$ cat src/rtl/rib_arbiter_pkg.sv
//------------------------------------------------------------------------------
// rib_arbiter_pkg : shared widths, FSM and arbitration-mode encodings
// Revision: 1.0
//------------------------------------------------------------------------------
`timescale 1ns/1ps
`default_nettype none

package rib_arbiter_pkg;

  localparam int RibAddrBus = 32;
  localparam int RibDataBus = 32;

  typedef enum logic [1:0] {
    RIB_IDLE = 2'd0,
    RIB_BUSY = 2'd1,
    RIB_RESP = 2'd2
  } rib_state_e;

  typedef enum logic {
    ArbFixed      = 1'b0,
    ArbRoundRobin = 1'b1
  } rib_arb_mode_e;

  // Width needed to hold values 0..n-1, never narrower than one bit.
  function automatic int rib_clog2_min1(input int n);
    return (n > 1) ? $clog2(n) : 1;
  endfunction

endpackage

`default_nettype wire

$ cat src/rtl/rib_prio_pick.sv
//------------------------------------------------------------------------------
// rib_prio_pick : first set request at or after a start pointer, wrapping
// Revision: 1.0
//------------------------------------------------------------------------------
`timescale 1ns/1ps
`default_nettype none

module rib_prio_pick
  import rib_arbiter_pkg::*;
#(
  parameter int N     = 4,
  parameter int IDX_W = rib_clog2_min1(N)
) (
  input  logic [N-1:0]     req_i,
  input  logic [IDX_W-1:0] ptr_i,
  output logic [N-1:0]     gnt_oh_o,
  output logic [IDX_W-1:0] gnt_idx_o,
  output logic             valid_o
);

  logic [IDX_W-1:0] k;

  always_comb begin
    gnt_oh_o  = '0;
    gnt_idx_o = '0;
    valid_o   = 1'b0;
    k         = '0;
    for (int i = 0; i < N; i++) begin
      k = IDX_W'((int'(ptr_i) + i) % N);
      if (!valid_o && req_i[k]) begin
        valid_o     = 1'b1;
        gnt_oh_o[k] = 1'b1;
        gnt_idx_o   = k;
      end
    end
  end

endmodule

`default_nettype wire

$ cat src/rtl/rib_arbiter.sv
//------------------------------------------------------------------------------
// rib_arbiter : N-master to 1-slave serialising bus arbiter with ack timeout
// Revision: 1.0
//------------------------------------------------------------------------------
`timescale 1ns/1ps
`default_nettype none

module rib_arbiter
  import rib_arbiter_pkg::*;
#(
  parameter int MASTERS = 4,
  parameter int ADDR_W  = RibAddrBus,
  parameter int DATA_W  = RibDataBus,
  parameter int RR_MODE = 1,
  parameter int TIMEOUT = 16
) (
  input  logic                  clk,
  input  logic                  rst,
  input  logic [MASTERS-1:0]    m_req_i,
  input  logic [MASTERS-1:0]    m_we_i,
  input  logic [MASTERS*ADDR_W-1:0] m_addr_i,
  input  logic [MASTERS*DATA_W-1:0] m_wdata_i,
  output logic [MASTERS-1:0]    m_gnt_o,
  output logic [MASTERS-1:0]    m_rvalid_o,
  output logic [DATA_W-1:0]     m_rdata_o,
  output logic                  m_err_o,
  output logic                  s_req_o,
  output logic                  s_we_o,
  output logic [ADDR_W-1:0]     s_addr_o,
  output logic [DATA_W-1:0]     s_wdata_o,
  input  logic                  s_ack_i,
  input  logic [DATA_W-1:0]     s_rdata_i,
  output logic                  hold_flag_o
);

  localparam int IDX_W = rib_clog2_min1(MASTERS);
  localparam int CNT_W = rib_clog2_min1(TIMEOUT);

  rib_state_e          state_q, state_d;
  logic [MASTERS-1:0]  gnt_q, gnt_d;
  logic [IDX_W-1:0]    idx_q, idx_d;
  logic [MASTERS-1:0]  rvalid_q, rvalid_d;
  logic [DATA_W-1:0]   rdata_q, rdata_d;
  logic                err_q, err_d;
  logic [IDX_W-1:0]    ptr_q, ptr_d;
  logic [CNT_W-1:0]    cnt_q, cnt_d;

  logic [IDX_W-1:0]    pick_ptr;
  logic [MASTERS-1:0]  pick_oh;
  logic [IDX_W-1:0]    pick_idx;
  logic                pick_valid;
  logic                timeout_hit;
  logic [IDX_W-1:0]    ptr_next;

  // Fixed priority is round-robin with the search always starting at master 0.
  assign pick_ptr = (RR_MODE == int'(ArbRoundRobin)) ? ptr_q : '0;

  rib_prio_pick #(
    .N     (MASTERS),
    .IDX_W (IDX_W)
  ) u_pick (
    .req_i     (m_req_i),
    .ptr_i     (pick_ptr),
    .gnt_oh_o  (pick_oh),
    .gnt_idx_o (pick_idx),
    .valid_o   (pick_valid)
  );

  assign timeout_hit = (TIMEOUT > 0) && (int'(cnt_q) == TIMEOUT - 1);
  assign ptr_next    = (int'(idx_q) == MASTERS - 1) ? '0 : idx_q + 1'b1;

  always_comb begin
    state_d  = state_q;
    gnt_d    = gnt_q;
    idx_d    = idx_q;
    rvalid_d = '0;
    rdata_d  = rdata_q;
    err_d    = 1'b0;
    ptr_d    = ptr_q;
    cnt_d    = cnt_q;
    case (state_q)
      RIB_IDLE: begin
        if (pick_valid) begin
          gnt_d   = pick_oh;
          idx_d   = pick_idx;
          cnt_d   = '0;
          state_d = RIB_BUSY;
        end
      end
      RIB_BUSY: begin
        cnt_d = cnt_q + 1'b1;
        // An ack on the last timeout cycle still counts as a good completion.
        if (s_ack_i) begin
          rdata_d  = s_rdata_i;
          rvalid_d = gnt_q;
          ptr_d    = ptr_next;
          state_d  = RIB_RESP;
        end else if (timeout_hit) begin
          rdata_d  = '0;
          err_d    = 1'b1;
          rvalid_d = gnt_q;
          ptr_d    = ptr_next;
          state_d  = RIB_RESP;
        end
      end
      RIB_RESP: begin
        gnt_d   = '0;
        cnt_d   = '0;
        state_d = RIB_IDLE;
      end
      default: begin
        gnt_d   = '0;
        cnt_d   = '0;
        state_d = RIB_IDLE;
      end
    endcase
  end

  always_ff @(posedge clk or negedge rst) begin
    if (!rst) begin
      state_q  <= RIB_IDLE;
      gnt_q    <= '0;
      idx_q    <= '0;
      rvalid_q <= '0;
      rdata_q  <= '0;
      err_q    <= 1'b0;
      ptr_q    <= '0;
      cnt_q    <= '0;
    end else begin
      state_q  <= state_d;
      gnt_q    <= gnt_d;
      idx_q    <= idx_d;
      rvalid_q <= rvalid_d;
      rdata_q  <= rdata_d;
      err_q    <= err_d;
      ptr_q    <= ptr_d;
      cnt_q    <= cnt_d;
    end
  end

  always_comb begin
    s_req_o   = (state_q == RIB_BUSY);
    s_we_o    = 1'b0;
    s_addr_o  = '0;
    s_wdata_o = '0;
    if (state_q == RIB_BUSY) begin
      s_we_o    = m_we_i[idx_q];
      s_addr_o  = m_addr_i[int'(idx_q)*ADDR_W +: ADDR_W];
      s_wdata_o = m_wdata_i[int'(idx_q)*DATA_W +: DATA_W];
    end
  end

  assign m_gnt_o     = gnt_q;
  assign m_rvalid_o  = rvalid_q;
  assign m_rdata_o   = rdata_q;
  assign m_err_o     = err_q;
  // Gated by reset so the pipeline is never stalled while the arbiter is held.
  assign hold_flag_o = rst & (|(m_req_i & ~rvalid_q));

endmodule

`default_nettype wire

$ cat config.mk
export PLATFORM = sky130hd
export DESIGN_NAME = rib_arbiter
export DESIGN_NICKNAME = d
export VERILOG_FILES = /design/src/rtl/rib_arbiter_pkg.sv /design/src/rtl/rib_prio_pick.sv /design/src/rtl/rib_arbiter.sv
export SDC_FILE = /design/constraint.sdc
export NUM_CORES = 1
export LEC_CHECK = 0
export BUFFER_PORTS_ARGS = -buffer_cell sky130_fd_sc_hd__buf_2
export CAP_MARGIN = 15
export CORE_AREA = 2 2 158 160
export DETAILED_ROUTE_END_ITERATION = 8
export DIE_AREA = 0 0 160 162
export GPL_ROUTABILITY_DRIVEN = 1
export PLACE_DENSITY = 0.49
export SETUP_SLACK_MARGIN = 0.1
export SYNTH_ARGS = -nofsm -noshare
export SYNTH_HDL_FRONTEND = slang
export SYNTH_SLANG_ARGS = --single-unit
$ cat constraint.sdc
create_clock -name clk -period 4.1 [get_ports clk]
set_clock_uncertainty 0.05 [all_clocks]
set_input_delay 0.41 -clock clk [delete_from_list [all_inputs] [get_ports clk]]
set_output_delay 0.41 -clock clk [all_outputs]
set_load 0.02 [all_outputs]
======== Word level (Yosys, flattened, before mapping) ========
Index checks and enable logic that the tools add are counted.
storage, ports and cells
  output and inout port bits .............. 108
  register bits after elaboration ......... 51
  word-level logic and storage cells ...... 105
cells by class
  equal/unequal tests ..................... 5
  order comparisons ....................... 9
  mux-type cells .......................... 52
  add/sub/neg operators ................... 5
  shifts and indexed selects .............. 2
  bitwise logic cells ..................... 7
  reductions and logical operators ........ 17
operator list
  cell                                                               count
  indexed part select 128 x 8 -> 32 bit                              2
  two-way mux 32 bit                                                 4
  two-way mux 4 bit                                                  9
  two-way mux 2 bit                                                  10
  two-way mux 1 bit                                                  17
  one-hot mux 4 bit (2 select lines)                                 2
  < comparator 2 x 3 -> 1 bit, second input constant                 5
  OR 4 bit                                                           3
  binary-select mux 1 bit (select 2 bit)                             5
  demux 1 bit (select 2 bit)                                         4
  greater-or-equal comparator 2 x 1 -> 1 bit, second input constant  4
  AND reduction 2 bit                                                4
  logical AND 1 bit                                                  7
  adder 2 x 1 -> 2 bit, second input constant                        2
  adder 2 bit, second input constant                                 2
  adder 4 x 1 -> 4 bit, second input constant                        1
  AND 4 bit                                                          1
  == test 2 x 1 -> 1 bit, second input constant                      2
  == test 4 x 1 -> 1 bit, second input constant                      1
  NOT 4 bit                                                          1
  one-hot mux 2 bit (2 select lines)                                 1
  OR reduction 4 bit                                                 1
  logical NOT 1 bit                                                  3
  != test 3 x 1 -> 1 bit, second input constant                      1
  5 further kinds                                                    5

======== Longest topological paths before layout ========
  depth after elaboration ................. 14
  mapped depth ............................ 10
  depth with buffers taken out ............ 7

======== Hierarchy ========
From an unflattened synthesis, not the netlist that was laid out.
unflattened totals
  cell total of the unflattened synthesis .. 348
  area, all modules ....................... 4,399.2 µm²
by module, submodules not included
  module         seq. area each (µm²)  instances  area an instance (µm²)  cells an instance
  rib_arbiter    1,276.2               1          3,977.6                 303
  rib_prio_pick  0.0                   1          421.7                   45

======== Worst setup path before layout ========
OpenSTA, ideal clock, no wires.
  path type ............................... reg2reg
  start point ............................. reg ptr_q[0] (netlist: pick_ptr[0])
  end point ............................... reg gnt_q[3] (netlist: m_gnt_o[3])
  period minus slack after synthesis ...... 2,784 ps
  required time ........................... 3,984 ps
  buffers on the path ..................... 3
  cell stages (with the launch flop) ...... 11
  setup slack ............................. 1,316 ps
  arrival time ............................ 2,667 ps
  cell sequence ........................... dfrtp_1 buf_6 clkbuf_1 inv_1 ha_1 clkbuf_1 mux4_2 nor4b_2 nand2_1 o21ai_1 a22o_1
between the ends
  longest elaborated chain between the ends .. 14
  elaborated cells between the ends (all ways) .. 52
ends and longest elaborated chain
  element                                                               RTL line            text
  start: declaration                                                    rib_arbiter.sv:45   logic [IDX_W-1:0] ptr_q, ptr_d;
  start signal: assignment                                              rib_arbiter.sv:136  ptr_q <= ptr_d;
  branches (longest 14 deep; another with < comparator 2 x 3 -> 1 bit)  -
  end signal: assignment                                                rib_arbiter.sv:131  gnt_q <= gnt_d;
  end: declaration                                                      rib_arbiter.sv:40   logic [MASTERS-1:0] gnt_q, gnt_d;
Parallel ways; which one is timed is not known. The select of a mux whose other input is x is not followed.
A chain may end at the register's enable or synchronous reset.

======== Worst setup path in the final report ========
  start point ............................. reg ptr_q[0] (netlist: pick_ptr[0])
  end point ............................... reg gnt_q[1] (netlist: m_gnt_o[1])
Same word-level chain as after synthesis.

==> flow_metrics.py <==
metrics = {
    "outcome": {
        "outcome": "finished, final reports clean",
    },
    "layout": {
        "area_delta_synth_final_pct": 57.0,
        "drive_gt1_share_pct": 66.7,
        "final_nets": 1062,
        "final_common_cell": "buf_2",
        "final_cell_mix": "buf_2 (406), and2_1 (70), mux4_2 (69), dfrtp_1 (49), a22o_1 (37)",
        "fillCellCount": 2633,
        "final_cell_area_mm2": 0.00704,
    },
    "sta": {
        "tightest_slew_ns": 0.807,
        "fin_crit_sh_pct": 76.0,
        "finalWorstSetupSlack_ns": 0.984,
        "rsz0062_at_grt": "no",
        "slew_headroom_pct": 46.2,
        "setup_viol": 0,
        "fmax_ghz": 0.321,
        "fin_setup_tns_ns": 0,
        "hold_viol_final": 0,
        "min_period_ns": 3.12,
        "slew_viol_final": 0,
    },
    "routing": {
        "dr_total_vias": 4870,
        "wl_per_cell_um": 19.7,
        "antenna_violating_nets_post_route": 0,
        "viasPerCell": 4.49,
        "drt-total-wl_um": 21400,
        "drt-initial-drc-count": 345,
        "firstDrtPassIters": 6,
        "route.detailed.drc": 0,
    },
    "setup_path": {
        "critPathKind": "reg -> reg",
        "cp-end-kind": "register",
        "cp.required_ns": 4.29,
        "cp_cell_sequence": "inv_1, ha_1, mux4_2, nor4b_2, nand2_1, o21ai_1, a22o_1",
        "cp_data_arrival_time_ns": 3.30,
        "worstSetupStartpointType": "register",
        "slowest_stage": "dfrtp_1",
        "cp_max_fo": 23,
        "slowest_delay_ns": 0.87,
    },
    "placement": {
        "dpl_cell_area_mm2": 0.00686,
        "dp_hpwl_um": 17500,
        "port_buffers": 406,
        "pre_cts_ws_ns": 1.05,
        "gp_congestion": 0.861,
    },
    "clocking": {
        "clk_pin_slew_ns": 0.07,
        "clockRootBuffer": "clkbuf_16",
        "htree_levels": 2,
        "numCtsBuffers": 5,
        "cts.sinks": 51,
        "cts_tree": "done",
        "holdBufCountCts": 0,
        "insertion_delay_ns": 0.29,
        "post_cts_buffers": 0,
        "ctsResizeCount": 0,
        "cts_buffer_depth": 2,
    },
    "global_route": {
        "track_usage_pct": 15.5,
        "antenna_found_initial": 8,
        "grt.overflow.total": 0,
        "grt_max_degree": 52,
        "grt_pass1_wl_um": 30800,
        "grt_pass1_vias": 4931,
    },
    "floorplanning": {
        "rows": 57,
        "core-area_mm2": 0.0241,
        "die_area_mm2": 0.0259,
        "start_util_pct": 18.6,
        "die_y_um": 162,
        "ios": 407,
        "die_w_um": 160,
    },
    "power_and_ir_drop": {
        "powerDensity_mw_per_mm2": 700,
        "p_int_mw": 2.58,
        "switching_power_mw": 2.35,
        "pwr-share-clk_pct": 9.8,
        "peakVddDrop_mv": 0.380,
        "seq_power_share_pct": 21.3,
        "combPwrFrac_pct": 68.9,
        "switching_share_pct": 47.6,
        "leakage_nw": 3.51,
    },
    "logic_synthesis": {
        "async_reset_ff_share_pct": 100,
        "syn_area_mm2": 0.00449,
        "synth.area.top_cells": "mux4_2 (35%), dfrtp_1 (28%), and2_1 (9.8%), a22o_1 (7.2%), ha_1 (2.8%)",
        "synth_cell_types": 38,
        "synth_seq_cells": 51,
        "yosysSeqAreaShare_pct": 28.4,
        "synth_flop_cell": "dfrtp_1",
        "synth_edf_count": 0,
        "syn-instance-count": 368,
        "yosysWarnings": 0,
        "syn_avg_cell_area_um2": 12.2,
        "yosysTopAreaCell": "mux4_2",
        "synth_top_area_share_pct": 34.6,
        "synth.net_count": 677,
    },
    "hold_path": {
        "hold_class": "in -> async",
    },
    "job": {
        "drv_cap": 0,
    },
}
## power groups by stage
stage	Clock (mW)	Sequential, mW	Combinational (mW)
floorplan	0	1.05	2.32
global placement	0	1.06	3.43
detailed placement	0	1.06	3.42
CTS	0.502	1.06	3.44
global route	0.516	1.11	3.63
finish	0.484	1.05	3.40
## metrics by stage
| stage | cells | power (mW) | util [%] | hold slack, ns |
|---|---|---|---|---|
| floorplan | 368 | 3.37 | - | 0.0644 |
| global placement | 1070 | 4.49 | 28.4 | 0.417 |
| detailed placement | 1070 | 4.48 | 28.4 | 0.408 |
| CTS | 1078 | 5.00 | 29.1 | 0.262 |
| global route | 1084 | 5.25 | 29.2 | 0.269 |
| finish | 1085 | 4.93 | 29.2 | 0.212 |
## layout make-up
type                       instances  area (um^2)  share of cell area, %
clock inverter                     3         43.8                  0.622
clock buffer                       5          125                   1.78
inverter                           9         33.8                  0.480
multi-input combinational        274         3040                   43.1
antenna                            7         17.5                  0.249
tap                              324          405                   5.75
timing repair buffer             412         2100                   29.8
sequential                        51         1280                   18.2
## per-layer routing
layer | track usage, % | wire length, um | up-vias
met4 | 4.18 | 150 | 2
met2 | 25.8 | 10700 | 243
met1 | 20.4 | 9000 | 2393
met5 | 0 | 11 | -
met3 | 3.60 | 1520 | 14
li1 | - | - | 2218
## cells in the mapped netlist, types with 7 or more instances
cell type / n
mux4_2: 69
inv_1: 9
a22o_1: 37
and2_1: 70
nor2_1: 11
o22ai_1: 7
buf_2: 9
clkbuf_1: 24
ha_1: 10
nand2_1: 11
o21ai_1: 10
dfrtp_1: 51
## final timing paths
check,to,depth (start not counted),slack (ns),from
min,m_rvalid_o[3],2,0.21,rst
max in group asynchronous,idx_q[0],2,3.27,rst
min in group clk,m_rdata_o[11],2,0.27,s_rdata_i[11]
max reg2reg,m_gnt_o[1],7,0.98,pick_ptr[0]
min reg2reg,cnt_q[3],1,0.42,cnt_q[3]
max,m_gnt_o[1],7,0.98,pick_ptr[0]
## sequential cells by signal, indices dropped and copies added, names as in the netlist
name,flops
idx_q,2
m_rvalid_o,4
cnt_q,4
state_q,2
m_err_o,1
pick_ptr,2
m_gnt_o,4
m_rdata_o,32
## logic make-up after synthesis
logic type | Yosys count | share of synthesized area [%]
muxes | 79 | 37.0
adders and majority gates | 10 | 2.79
DFF | 51 | 28.4
AOI/OAI and AO/OA | 75 | 12.9
and+or+nand+nor | 110 | 14.9
buffers and inverters | 43 | 4.01
## worst max-delay path: cells and delay by family, from the launching register on
kind,cells,cell delay [ns]
fa+ha+maj,1,0.56
flops,1,0.87
compound gates,2,0.24
mux,1,0.42
buf+inv,1,0.27
simple gates,2,0.64
Power figures use the tool's default switching activity.
